<file path="src/rtl/shift_tx_ctrl.sv">
// Parallel-load serializer: accepts a word on valid/ready and shifts it out MSB first,
// one bit per DIV+1 clocks. Define PARITY_EN to append an even-parity bit.
module shift_tx_ctrl #(
    parameter int unsigned WIDTH = 8,
    parameter int unsigned DIV   = 9
) (
    input  logic             clk50m,
    input  logic             rst_n,
    input  logic             in_valid,
    output logic             in_ready,
    input  logic [WIDTH-1:0] in_data,
    input  logic             abort,
    output logic             sout,
    output logic             busy,
    output logic             done,
    output logic             bit_tick
);

    localparam int unsigned PW = (DIV > 0) ? $clog2(DIV + 1) : 1;
    localparam int unsigned BW = $clog2(WIDTH + 1);
    localparam logic [PW-1:0] PRESC_RLD = PW'(DIV);
    localparam logic [BW-1:0] BITS_RLD  = BW'(WIDTH);

`ifdef PARITY_EN
    typedef enum logic [1:0] {IDLE, SHIFT, PAR, DONE} state_t;
`else
    typedef enum logic [1:0] {IDLE, SHIFT, DONE} state_t;
`endif

    state_t            state, state_d;
    logic [WIDTH-1:0]  sr, sr_d;
    logic [PW-1:0]     presc, presc_d;
    logic [BW-1:0]     bitcnt, bitcnt_d;
    logic              tick;
`ifdef PARITY_EN
    logic              parity, parity_d;
`endif

    // State and datapath registers
    always_ff @(posedge clk50m or negedge rst_n) begin
        if (!rst_n) begin
            state  <= IDLE;
            sr     <= '0;
            presc  <= PRESC_RLD;
            bitcnt <= '0;
`ifdef PARITY_EN
            parity <= 1'b0;
`endif
        end else begin
            state  <= state_d;
            sr     <= sr_d;
            presc  <= presc_d;
            bitcnt <= bitcnt_d;
`ifdef PARITY_EN
            parity <= parity_d;
`endif
        end
    end

    // Bit boundary: only meaningful while a bit is on the wire
    always_comb begin
        busy     = 1'b0;
        in_ready = 1'b0;
        done     = 1'b0;
        sout     = 1'b1;
        case (state)
            IDLE:  in_ready = 1'b1;
            SHIFT: begin
                busy = 1'b1;
                sout = sr[WIDTH-1];
            end
`ifdef PARITY_EN
            PAR: begin
                busy = 1'b1;
                sout = parity;
            end
`endif
            DONE:  done = 1'b1;
            default: ;
        endcase
        tick     = busy && (presc == '0);
        bit_tick = tick;
    end

    // Next-state and datapath update; abort takes priority over the final tick
    always_comb begin
        state_d  = state;
        sr_d     = sr;
        presc_d  = presc;
        bitcnt_d = bitcnt;
`ifdef PARITY_EN
        parity_d = parity;
`endif
        case (state)
            IDLE: begin
                if (in_valid) begin
                    state_d  = SHIFT;
                    sr_d     = in_data;
                    bitcnt_d = BITS_RLD;
                    presc_d  = PRESC_RLD;
`ifdef PARITY_EN
                    parity_d = ^in_data;
`endif
                end
            end
            SHIFT: begin
                if (abort) begin
                    state_d = IDLE;
                    presc_d = PRESC_RLD;
                end else if (tick) begin
                    presc_d  = PRESC_RLD;
                    sr_d     = {sr[WIDTH-2:0], 1'b0};
                    bitcnt_d = bitcnt - BW'(1);
                    if (bitcnt == BW'(1)) begin
`ifdef PARITY_EN
                        state_d = PAR;
`else
                        state_d = DONE;
`endif
                    end
                end else begin
                    presc_d = presc - PW'(1);
                end
            end
`ifdef PARITY_EN
            PAR: begin
                if (abort) begin
                    state_d = IDLE;
                    presc_d = PRESC_RLD;
                end else if (tick) begin
                    presc_d = PRESC_RLD;
                    state_d = DONE;
                end else begin
                    presc_d = presc - PW'(1);
                end
            end
`endif
            DONE:    state_d = IDLE;
            default: state_d = IDLE;
        endcase
    end

endmodule

</file>
<file path="config.mk">
export PLATFORM = sky130hd
export DESIGN_NAME = shift_tx_ctrl
export DESIGN_NICKNAME = d
export VERILOG_FILES = /design/src/rtl/shift_tx_ctrl.sv
export SDC_FILE = /design/constraint.sdc
export NUM_CORES = 1
export LEC_CHECK = 0
export CAP_MARGIN = 20
export CORE_MARGIN = 2
export CORE_UTILIZATION = 54
export DETAILED_ROUTE_END_ITERATION = 10
export PLACE_DENSITY_LB_ADDON = 0.08
export SYNTH_ARGS = -nofsm -noshare
export SYNTH_HDL_FRONTEND = slang
export SYNTH_SLANG_ARGS = --single-unit
</file>
<file path="constraint.sdc">
create_clock -name clk50m -period 5 [get_ports clk50m]
set_clock_uncertainty 0.2 [all_clocks]
set_input_delay 1 -clock clk50m [delete_from_list [all_inputs] [get_ports clk50m]]
set_output_delay 1 -clock clk50m [all_outputs]
set_load 0.005 [all_outputs]
</file>
==> run_summary.xml, run 1 <==
<?xml version="1.0" encoding="UTF-8"?>
<metrics>
  <group name="outcome">
    <metric name="status" unit="">finished clean</metric>
  </group>
  <group name="layout">
    <metric name="syn2layout_area_growth" unit="%">20.5</metric>
    <metric name="antenna_cells" unit="">0</metric>
    <metric name="final_nets" unit="">124</metric>
    <metric name="final_core_utilization" unit="%">67.7</metric>
    <metric name="final-instance-count-excl-fill" unit="">125</metric>
    <metric name="layout_common_cells" unit="">dfrtp_1 (16), clkdlybuf4s50_1 (16), nor2_1 (13), a21oi_1 (11), mux2i_1 (8)</metric>
    <metric name="drive_above_1_share" unit="%">8.33</metric>
  </group>
  <group name="grt">
    <metric name="grt_first_pass_wirelength" unit="um">2860</metric>
    <metric name="grt_antenna_before_repair" unit="">0</metric>
    <metric name="first_global_vias" unit="">685</metric>
    <metric name="grt_total_ovfl" unit="">0</metric>
    <metric name="grt_start_max_net_pins" unit="">22</metric>
    <metric name="grt_util_all_layers" unit="%">19.7</metric>
  </group>
  <group name="sta">
    <metric name="timing.final.max_slew_violations" unit="">0</metric>
    <metric name="setup_repair_after_global_routing_missed_its_margin" unit="">false</metric>
    <metric name="timing.final.crit_share" unit="%">67.7</metric>
    <metric name="layout_setup_ws" unit="ns">1.61</metric>
    <metric name="final.hold.worst_slack" unit="ns">0.335</metric>
    <metric name="finalWorstPathRequiredPeriod" unit="ns">3.39</metric>
    <metric name="hold_viol" unit="">0</metric>
    <metric name="finalSetupViolations" unit="">0</metric>
    <metric name="totalNegativeSetupSlack" unit="ns">0</metric>
    <metric name="tightestPinTransition" unit="ns">0.841</metric>
    <metric name="timing.max_slew.rel_slack" unit="%">43.8</metric>
    <metric name="max_clock_freq" unit="GHz">0.295</metric>
  </group>
  <group name="floorplanning">
    <metric name="initial_utilization" unit="%">56.2</metric>
    <metric name="floorplan.io_pins" unit="">17</metric>
    <metric name="die-area" unit="sq um">2090</metric>
    <metric name="std_cell_rows" unit="">15</metric>
    <metric name="fp.dieH" unit="um">45.7</metric>
    <metric name="fp.coreArea" unit="sq um">1670</metric>
    <metric name="floorplan.die.width" unit="um">45.7</metric>
  </group>
  <group name="worst_setup_path">
    <metric name="timing.reg2reg.worst_path_depth" unit="">6</metric>
    <metric name="max_fo_critical_path" unit="">9</metric>
    <metric name="worst_setup_path_start" unit="">state[0]$_DFFE_PN0P_</metric>
    <metric name="worst_ep_required_time" unit="ns">3.80</metric>
    <metric name="setup.worst_path.class" unit="">reg -&gt; out</metric>
    <metric name="reg2reg_to" unit="">bitcnt[2]$_DFFE_PN0P_</metric>
    <metric name="worstPathArrival" unit="ns">2.19</metric>
    <metric name="timing.critical_path.to" unit="">busy</metric>
    <metric name="reg2reg_setup_slack" unit="ns">2.55</metric>
    <metric name="worstReg2RegStart" unit="">presc[1]$_DFFE_PN0P_</metric>
    <metric name="slowest_stage_delay_cp" unit="ns">0.72</metric>
    <metric name="path_cells" unit="">nor2b_1 &gt; clkdlybuf4s50_1</metric>
    <metric name="endpoint_class_of_the_critical_path" unit="">primary output</metric>
    <metric name="critical_path.slowest_cell" unit="">nor2b_1</metric>
    <metric name="worst_setup_path_start_kind" unit="">flip-flop</metric>
  </group>
  <group name="cts">
    <metric name="clockRootBuffer" unit="">clkbuf_4</metric>
    <metric name="cts.sink_count" unit="">18</metric>
    <metric name="clkLatencyLatePin" unit="ns">0.29</metric>
    <metric name="worst_case_clock_buffer_depth" unit="">2</metric>
    <metric name="postCtsSetupRepairBufs" unit="">0</metric>
    <metric name="ctsResizeCount" unit="">0</metric>
    <metric name="cts_tree" unit="">done</metric>
    <metric name="clk_transition_reported_paths" unit="ns">0.11</metric>
    <metric name="cts_hold_buffers" unit="">0</metric>
    <metric name="htree_num_levels" unit="">1</metric>
    <metric name="cts_buffers" unit="">3</metric>
  </group>
  <group name="placed_design">
    <metric name="dp_slack" unit="ns">1.90</metric>
    <metric name="dp_hpwl" unit="um">1220</metric>
    <metric name="place.detailed.instances" unit="">121</metric>
    <metric name="placement.io_buffers" unit="">16</metric>
    <metric name="routabilityCongestion" unit="">0.787</metric>
  </group>
  <group name="yosys">
    <metric name="synth_seq_area_share" unit="%">48.3</metric>
    <metric name="yosys_warnings" unit="">0</metric>
    <metric name="synth.cell_area" unit="sq um">938</metric>
    <metric name="synth_cells" unit="">92</metric>
    <metric name="ys_ff_latch" unit="">18</metric>
    <metric name="mappedNetlistNets" unit="">107</metric>
    <metric name="post_synth_num_cell_types" unit="">29</metric>
    <metric name="synth_area_per_cell" unit="sq um">10.2</metric>
  </group>
  <group name="drt">
    <metric name="drt-vias-per-instance" unit="">5.57</metric>
    <metric name="vias" unit="">696</metric>
    <metric name="route.detailed.drc" unit="">0</metric>
    <metric name="firstDrtPassIters" unit="">4</metric>
    <metric name="drtAntennaViolNets" unit="">0</metric>
    <metric name="wire_per_inst" unit="um">13.4</metric>
    <metric name="first_iter_violations" unit="">11</metric>
    <metric name="wl" unit="um">1670</metric>
  </group>
  <group name="power_and_ir_drop">
    <metric name="power-per-cell-area" unit="nW/um^2">371</metric>
    <metric name="vdd_ir_drop_max" unit="mV">0.271</metric>
    <metric name="static-leakage-power" unit="nW">0.492</metric>
  </group>
  <group name="job">
    <metric name="drv_cap" unit="">0</metric>
  </group>
  <group name="min_path">
    <metric name="class_of_the_worst_hold_path" unit="">reg -&gt; reg</metric>
  </group>
</metrics>
[synth_stat cells]
library cell / count / area [sq um]
nand3_1: 1 / 5.00
buf_2: 2 / 10.0
o31ai_1: 1 / 7.51
dfrtp_1: 16 / 400
dfstp_2: 2 / 52.6
or3_1: 1 / 6.26
and3_1: 1 / 6.26
mux2i_1: 8 / 80.1
nand2_1: 3 / 11.3
nand2b_1: 4 / 25.0
buf_6: 1 / 11.3
nor3_1: 2 / 10.0
or3b_4: 1 / 11.3
ha_1: 3 / 37.5
a221oi_4: 1 / 26.3
clkbuf_1: 1 / 3.75
inv_1: 5 / 18.8
o21bai_1: 2 / 15.0
o21ba_2: 1 / 10.0
nor2b_1: 3 / 18.8
a31o_1: 1 / 8.76
a32o_1: 1 / 10.0
o22ai_1: 2 / 12.5
a21oi_1: 11 / 55.1
nor3b_1: 2 / 15.0
nor2_1: 13 / 48.8
o21ai_0: 1 / 5.00
o22a_1: 1 / 8.76
o21a_1: 1 / 7.51
[logic make-up after synthesis]
logic type                 synth area share (%)
and+or+nand+nor                            16.8
muxes                                      8.53
DFF                                        48.3
AOI/OAI and AO/OA                          17.7
buffers and inverters                      4.67
adders and majority gates                  4.00
[routing by layer]
| layer | wire length [um] | GRT usage [%] | vias to the layer above |
|---|---|---|---|
| li1 | - | - | 355 |
| met4 | 13 | 10.6 | 0 |
| met2 | 802 | 31.5 | 11 |
| met5 | 0 | 0 | - |
| met1 | 813 | 24.9 | 328 |
| met3 | 45 | 3.57 | 2 |
[state kept, by name (all words and copies together) (netlist names)]
| signal | flops |
|---|---|
| bitcnt | 4 |
| state | 2 |
| presc | 4 |
| sr | 8 |
[stage by stage]
step | power (mW) | cell area, sq um
final | 0.420 | 1130
after global routing | 0.452 | 1130
after CTS | 0.424 | 1130
after detailed placement | 0.334 | 1090
after global placement | 0.327 | 1090
after floorplan | 0.297 | 938
[worst max-delay path: cells and delay by family, from the launching register on]
kind	cells	cell delay (ns)
simple gates	1	0.72
buf+inv	1	0.64
flops	1	0.52
[worst min path at each step]
stage                          from                    to  slack, ns  cells after the start
3_5_place_dp      sr[7]$_DFFE_PN0P_     sr[7]$_DFFE_PN0P_       0.31                      2
3_3_place_gp      sr[7]$_DFFE_PN0P_     sr[7]$_DFFE_PN0P_       0.31                      2
4_1_cts        presc[0]$_DFFE_PN1P_  presc[0]$_DFFE_PN1P_       0.33                      2
5_1_grt        presc[0]$_DFFE_PN1P_  presc[0]$_DFFE_PN1P_       0.35                      2
2_1_floorplan     sr[7]$_DFFE_PN0P_     sr[7]$_DFFE_PN0P_       0.29                      2
6_report       presc[0]$_DFFE_PN1P_  presc[0]$_DFFE_PN1P_       0.33                      2
[layout make-up]
type / count / area (sq um)
Clock buffer: 4 / 36.3
Fill cell: 135 / 539
Inverter: 5 / 18.8
Multi-Input combinational cell: 65 / 442
Sequential cell: 18 / 453
Tap cell: 17 / 21.3
Timing Repair Buffer: 16 / 160
[power by group]
part	internal [mW]	total, mW	leakage [nW]	switching (mW)
clock	0.0444	0.0910	0.0210	0.0466
sequential	0.186	0.213	0.213	0.0266
combinational	0.0621	0.117	0.258	0.0545
(Power assumes the default switching activity.)
==> inputs of run 2 (changes only) <==
- CORE_UTILIZATION: 54 -> 50
- clock period: 5 -> 3.5 ns (I/O delays scaled with it)
==> run 2 against run 1 <==
Net effect: core utilization shrank 2.3 points; die area up 7.3%; combinational power increased by 49%; clock-buffer cell count fell by 1; non-clock buffer count increased by 2; routed wire length rose by 6.2%; clock power up 8.9%; critical endpoint is now bit_tick; sequential cell count stayed put; cell area rose by 1.0%; global-route usage down 0.57 points; critical path type unchanged; critical path depth up 3; sequential power grew 42%.
==> run_summary.xml, run 2 (synthesis gave the netlist of run 1 again) <==
<?xml version="1.0" encoding="UTF-8"?>
<metrics>
  <group name="grt">
    <metric name="grt_antenna_before_repair" unit="">0</metric>
    <metric name="grt_total_ovfl" unit="">0</metric>
    <metric name="first_global_vias" unit="">697</metric>
    <metric name="grt_start_max_net_pins" unit="">19</metric>
    <metric name="grt_first_pass_wirelength" unit="um">2930</metric>
    <metric name="grt_util_all_layers" unit="%">19.1</metric>
  </group>
  <group name="floorplanning">
    <metric name="die-area" unit="sq um">2240</metric>
    <metric name="initial_utilization" unit="%">53.8</metric>
    <metric name="std_cell_rows" unit="">15</metric>
    <metric name="floorplan.die.width" unit="um">47.3</metric>
    <metric name="fp.dieH" unit="um">47.3</metric>
    <metric name="fp.coreArea" unit="sq um">1750</metric>
    <metric name="floorplan.io_pins" unit="">17</metric>
  </group>
  <group name="power_and_ir_drop">
    <metric name="static-leakage-power" unit="nW">0.495</metric>
    <metric name="vdd_ir_drop_max" unit="mV">0.288</metric>
    <metric name="power-per-cell-area" unit="nW/um^2">505</metric>
  </group>
  <group name="cts">
    <metric name="clockRootBuffer" unit="">clkbuf_4</metric>
    <metric name="cts_hold_buffers" unit="">0</metric>
    <metric name="htree_num_levels" unit="">1</metric>
    <metric name="cts_tree" unit="">done</metric>
    <metric name="worst_case_clock_buffer_depth" unit="">2</metric>
    <metric name="clk_transition_reported_paths" unit="ns">0.10</metric>
    <metric name="cts_buffers" unit="">3</metric>
    <metric name="cts.sink_count" unit="">18</metric>
    <metric name="clkLatencyLatePin" unit="ns">0.29</metric>
    <metric name="postCtsSetupRepairBufs" unit="">0</metric>
    <metric name="ctsResizeCount" unit="">0</metric>
  </group>
  <group name="placed_design">
    <metric name="routabilityCongestion" unit="">0.868</metric>
    <metric name="dp_hpwl" unit="um">1340</metric>
    <metric name="placement.io_buffers" unit="">16</metric>
  </group>
  <group name="drt">
    <metric name="wl" unit="um">1780</metric>
    <metric name="drt-vias-per-instance" unit="">5.45</metric>
    <metric name="firstDrtPassIters" unit="">4</metric>
    <metric name="wire_per_inst" unit="um">13.3</metric>
    <metric name="route.detailed.drc" unit="">0</metric>
    <metric name="first_iter_violations" unit="">10</metric>
    <metric name="vias" unit="">730</metric>
    <metric name="drtAntennaViolNets" unit="">0</metric>
  </group>
  <group name="worst_setup_path">
    <metric name="worstPathArrival" unit="ns">2.10</metric>
    <metric name="worst_setup_path_start_kind" unit="">flip-flop</metric>
    <metric name="setup.worst_path.class" unit="">reg -&gt; out</metric>
    <metric name="endpoint_class_of_the_critical_path" unit="">primary output</metric>
    <metric name="max_fo_critical_path" unit="">5</metric>
    <metric name="worst_ep_required_time" unit="ns">2.60</metric>
  </group>
  <group name="sta">
    <metric name="finalWorstPathRequiredPeriod" unit="ns">3.00</metric>
    <metric name="max_clock_freq" unit="GHz">0.333</metric>
    <metric name="timing.final.crit_share" unit="%">85.7</metric>
    <metric name="setup_repair_after_global_routing_missed_its_margin" unit="">false</metric>
    <metric name="finalSetupViolations" unit="">0</metric>
    <metric name="hold_viol" unit="">0</metric>
    <metric name="totalNegativeSetupSlack" unit="ns">0</metric>
    <metric name="timing.max_slew.rel_slack" unit="%">46.8</metric>
    <metric name="tightestPinTransition" unit="ns">0.795</metric>
    <metric name="timing.final.max_slew_violations" unit="">0</metric>
    <metric name="final.hold.worst_slack" unit="ns">0.327</metric>
  </group>
  <group name="layout">
    <metric name="largest_reg_flops" unit="">8</metric>
    <metric name="layout_common_cells" unit="">dfrtp_1 (16), clkdlybuf4s50_1 (16), nor2_1 (13), a21oi_1 (11), mux2i_1 (8)</metric>
    <metric name="final_nets" unit="">126</metric>
    <metric name="syn2layout_area_growth" unit="%">21.7</metric>
    <metric name="max_flop_register" unit="">sr</metric>
    <metric name="reg.largest.list" unit="">sr (8), bitcnt (4), presc (4)</metric>
    <metric name="antenna_cells" unit="">0</metric>
    <metric name="drive_above_1_share" unit="%">9.17</metric>
  </group>
  <group name="job">
    <metric name="drv_cap" unit="">0</metric>
  </group>
  <group name="outcome">
    <metric name="status" unit="">finished clean</metric>
  </group>
  <group name="min_path">
    <metric name="class_of_the_worst_hold_path" unit="">reg -&gt; reg</metric>
  </group>
</metrics>
==> run 2: changes by cell type in the layout (fill, tap and decap cells not counted), sizes merged <==
cell / previous run / this run
clkbuf: 4 / 3
buf: 0 / 2
==> run 2: power by group <==
part | internal (mW) | switching (mW) | total, mW | leakage (nW)
Sequential | 0.266 | 0.0377 | 0.303 | 0.213
Combinational | 0.0930 | 0.0815 | 0.174 | 0.268
Clock | 0.0400 | 0.0591 | 0.0991 | 0.0138
==> run 2: path summary, 6_finish.rpt <==
| path | start | end | slack, ns | cells after the start |
|---|---|---|---|---|
| worst min-delay path | presc[0]$_DFFE_PN1P_ | presc[0]$_DFFE_PN1P_ | 0.33 | 2 |
| min in group asynchronous | rst_n | state[1]$_DFFE_PN0P_ | 0.67 | 1 |
| max in group asynchronous | rst_n | bitcnt[1]$_DFFE_PN0P_ | 1.94 | 1 |
| worst max-delay path | presc[1]$_DFFE_PN0P_ | bit_tick | 0.50 | 5 |
| worst max register to register | presc[1]$_DFFE_PN0P_ | sr[2]$_DFFE_PN0P_ | 1.19 | 7 |
| worst min register to register | presc[0]$_DFFE_PN1P_ | presc[0]$_DFFE_PN1P_ | 0.33 | 2 |
==> run 2: critical path: stages, from the launching register on <==
cell and delay, ns:
dfrtp_1 0.39, inv_1 0.08, ha_1 0.17, or3b_4 0.43, nor3b_1 0.21, clkdlybuf4s50_1 0.53
==> run 2: per-layer routing <==
layer	vias up	wire (um)	GRT usage [%]
li1	359	-	-
met1	351	708	23.0
met2	18	968	33.0
met3	2	79	3.46
met4	0	22	8.33
met5	-	0	0
==> run 2: cell type report <==
type | instances | area (sq um)
multi-input combinational | 65 | 442
sequential | 18 | 453
timing repair buffer | 18 | 175
fill | 148 | 603
clock buffer | 3 | 22.5
tap | 25 | 31.3
inverter | 5 | 18.8
==> run 2: metrics by stage <==
stage	power [mW]	setup WS, ns	instances	instance area (sq um)	utilization, %
after global placement	0.474	0.865	131	1120	64.2
after floorplan	0.424	1.37	92	938	-
final	0.577	0.500	134	1140	65.4
after CTS	0.584	0.482	134	1140	65.4
after detailed placement	0.485	0.812	131	1120	64.2
after global routing	0.622	0.346	134	1140	65.4
==> inputs of run 3 (changes only) <==
- CORE_ASPECT_RATIO: unset -> 1.2
- CORE_MARGIN: 2 -> unset
==> run 3 against run 2 <==
Net effect: register-to-register slack about the same; setup slack improved by 0.0090 ns; largest power group unchanged; sequential share of layout area decreased by 0.17 points; non-clock buffer count unchanged; combinational power about the same; critical endpoint unchanged.
==> run_summary.xml, run 3 (synthesis gave the netlist of run 1 again) <==
<?xml version="1.0" encoding="UTF-8"?>
<metrics>
  <group name="outcome">
    <metric name="status" unit="">finished clean</metric>
  </group>
  <group name="power_and_ir_drop">
    <metric name="combPwrFrac" unit="%">28.5</metric>
    <metric name="static-leakage-power" unit="nW">0.502</metric>
    <metric name="sw_frac_of_total" unit="%">29.9</metric>
    <metric name="p_clk_share" unit="%">21.5</metric>
    <metric name="seqPwrFrac" unit="%">50.1</metric>
    <metric name="power.internal" unit="mW">0.422</metric>
    <metric name="net-switching-power" unit="mW">0.180</metric>
    <metric name="power-per-cell-area" unit="nW/um^2">525</metric>
    <metric name="vdd_ir_drop_max" unit="mV">0.399</metric>
  </group>
  <group name="layout">
    <metric name="drive_above_1_share" unit="%">10.0</metric>
    <metric name="largest_reg_flops" unit="">8</metric>
    <metric name="max_flop_register" unit="">sr</metric>
    <metric name="reg.largest.list" unit="">sr (8), bitcnt (4), presc (4)</metric>
    <metric name="layout_common_cells" unit="">dfrtp_1 (16), clkdlybuf4s50_1 (16), nor2_1 (13), a21oi_1 (11), mux2i_1 (8)</metric>
    <metric name="antenna_cells" unit="">0</metric>
    <metric name="syn2layout_area_growth" unit="%">22.3</metric>
    <metric name="final_nets" unit="">126</metric>
  </group>
  <group name="worst_setup_path">
    <metric name="reg2reg_to" unit="">sr[5]$_DFFE_PN0P_</metric>
    <metric name="max_fo_critical_path" unit="">5</metric>
    <metric name="endpoint_class_of_the_critical_path" unit="">primary output</metric>
    <metric name="cp.depth" unit="">5</metric>
    <metric name="critical_path.slowest_cell" unit="">clkdlybuf4s50_1</metric>
    <metric name="worstPathArrival" unit="ns">2.09</metric>
    <metric name="timing.reg2reg.worst_path_depth" unit="">7</metric>
    <metric name="reg2reg_setup_slack" unit="ns">1.20</metric>
    <metric name="cell_class_contributing_the_biggest_share_of_worst_path_delay" unit="">simple AND/OR/NAND/NOR gates</metric>
    <metric name="worst_setup_path_start_kind" unit="">flip-flop</metric>
    <metric name="critical_path_buf_inv_count" unit="">2</metric>
    <metric name="slowest_stage_delay_cp" unit="ns">0.53</metric>
    <metric name="setup.worst_path.class" unit="">reg -&gt; out</metric>
    <metric name="worst_ep_required_time" unit="ns">2.60</metric>
    <metric name="timing.critical_path.to" unit="">bit_tick</metric>
    <metric name="worst_setup_path_start" unit="">presc[1]$_DFFE_PN0P_</metric>
    <metric name="path_cells" unit="">inv_1 &gt; ha_1 &gt; or3b_4 &gt; nor3b_1 &gt; clkdlybuf4s50_1</metric>
    <metric name="worstReg2RegStart" unit="">presc[1]$_DFFE_PN0P_</metric>
  </group>
  <group name="cts">
    <metric name="cts.sink_count" unit="">18</metric>
    <metric name="cts_buffers" unit="">3</metric>
    <metric name="cts_hold_buffers" unit="">0</metric>
    <metric name="cts_tree" unit="">done</metric>
    <metric name="clk_transition_reported_paths" unit="ns">0.10</metric>
    <metric name="clkLatencyLatePin" unit="ns">0.30</metric>
    <metric name="clockRootBuffer" unit="">clkbuf_4</metric>
    <metric name="postCtsSetupRepairBufs" unit="">0</metric>
    <metric name="ctsResizeCount" unit="">0</metric>
    <metric name="worst_case_clock_buffer_depth" unit="">2</metric>
    <metric name="htree_num_levels" unit="">1</metric>
  </group>
  <group name="floorplanning">
    <metric name="die-area" unit="sq um">2050</metric>
    <metric name="std_cell_rows" unit="">16</metric>
    <metric name="initial_utilization" unit="%">55.1</metric>
    <metric name="floorplan.die.width" unit="um">41.5</metric>
    <metric name="floorplan.io_pins" unit="">17</metric>
    <metric name="fp.dieH" unit="um">49.5</metric>
    <metric name="fp.coreArea" unit="sq um">1700</metric>
  </group>
  <group name="grt">
    <metric name="grt_first_pass_wirelength" unit="um">3080</metric>
    <metric name="grt_antenna_before_repair" unit="">0</metric>
    <metric name="first_global_vias" unit="">714</metric>
    <metric name="grt_start_max_net_pins" unit="">19</metric>
    <metric name="grt_util_all_layers" unit="%">19.6</metric>
    <metric name="grt_total_ovfl" unit="">0</metric>
  </group>
  <group name="sta">
    <metric name="layout_setup_ws" unit="ns">0.509</metric>
    <metric name="finalWorstPathRequiredPeriod" unit="ns">2.99</metric>
    <metric name="max_clock_freq" unit="GHz">0.334</metric>
    <metric name="finalSetupViolations" unit="">0</metric>
    <metric name="totalNegativeSetupSlack" unit="ns">0</metric>
    <metric name="setup_repair_after_global_routing_missed_its_margin" unit="">false</metric>
    <metric name="final.hold.worst_slack" unit="ns">0.324</metric>
    <metric name="tightestPinTransition" unit="ns">0.763</metric>
    <metric name="timing.final.max_slew_violations" unit="">0</metric>
    <metric name="timing.final.crit_share" unit="%">85.5</metric>
    <metric name="timing.max_slew.rel_slack" unit="%">49.0</metric>
    <metric name="hold_viol" unit="">0</metric>
  </group>
  <group name="drt">
    <metric name="firstDrtPassIters" unit="">4</metric>
    <metric name="vias" unit="">718</metric>
    <metric name="drtAntennaViolNets" unit="">0</metric>
    <metric name="drt-vias-per-instance" unit="">5.61</metric>
    <metric name="route.detailed.drc" unit="">0</metric>
    <metric name="wl" unit="um">1630</metric>
    <metric name="wire_per_inst" unit="um">12.8</metric>
    <metric name="first_iter_violations" unit="">9</metric>
  </group>
  <group name="job">
    <metric name="drv_cap" unit="">0</metric>
  </group>
  <group name="placed_design">
    <metric name="placement.io_buffers" unit="">16</metric>
    <metric name="routabilityCongestion" unit="">0.721</metric>
    <metric name="dp_slack" unit="ns">0.832</metric>
    <metric name="dp_hpwl" unit="um">1210</metric>
  </group>
  <group name="min_path">
    <metric name="number_of_instances_on_the_worst_hold_path" unit="">2</metric>
    <metric name="class_of_the_worst_hold_path" unit="">reg -&gt; reg</metric>
  </group>
</metrics>
run 3: worst min path at each step:
stage / from / end / slack [ns]
floorplan: rst_n / bitcnt[0]$_DFFE_PN0P_ / 0.20
CTS: presc[0]$_DFFE_PN1P_ / presc[0]$_DFFE_PN1P_ / 0.33
global placement: sr[7]$_DFFE_PN0P_ / sr[7]$_DFFE_PN0P_ / 0.31
global route: sr[7]$_DFFE_PN0P_ / sr[7]$_DFFE_PN0P_ / 0.37
finish: sr[7]$_DFFE_PN0P_ / sr[7]$_DFFE_PN0P_ / 0.32
detailed placement: sr[7]$_DFFE_PN0P_ / sr[7]$_DFFE_PN0P_ / 0.31
run 3: worst reg2reg max path: stages (launching register included):
cell and delay [ns]:
dfrtp_1 0.39, inv_1 0.07, ha_1 0.17, or3b_4 0.43, a221oi_4 0.52, buf_4 0.26, nor2_1 0.06, a21oi_1 0.12
run 3: power groups by stage:
stage / clock network [mW] / logic [mW] / registers (mW)
detailed placement: 0 / 0.174 / 0.307
global placement: 0 / 0.167 / 0.305
global route: 0.141 / 0.199 / 0.310
finish: 0.129 / 0.171 / 0.301
floorplan: 0 / 0.126 / 0.298
CTS: 0.136 / 0.175 / 0.302
run 3: final cells by class:
class / instances / area [sq um]
Clock buffer: 4 / 36.3
Multi-Input combinational cell: 65 / 442
Sequential cell: 18 / 453
Inverter: 5 / 18.8
Tap cell: 18 / 22.5
Fill cell: 140 / 554
Timing Repair Buffer: 18 / 175
run 3: per-stage QoR:
| step | utilization (%) | instances | area [sq um] | total power [mW] |
|---|---|---|---|---|
| global placement | 65.3 | 124 | 1110 | 0.472 |
| detailed placement | 65.3 | 124 | 1110 | 0.480 |
| finish | 67.4 | 128 | 1150 | 0.602 |
| global route | 67.4 | 128 | 1150 | 0.650 |
| CTS | 67.4 | 128 | 1150 | 0.613 |
| floorplan | - | 92 | 938 | 0.424 |
run 3: metal layers:
| layer | global-route usage [%] | share of wire [%] | vias to the layer above |
|---|---|---|---|
| met1 | 23.9 | 42 | 337 |
| met2 | 33.1 | 51 | 21 |
| met5 | 0 | 0 | - |
| met4 | 11.3 | 2.3 | 0 |
| met3 | 2.56 | 5.2 | 2 |
| li1 | - | - | 358 |
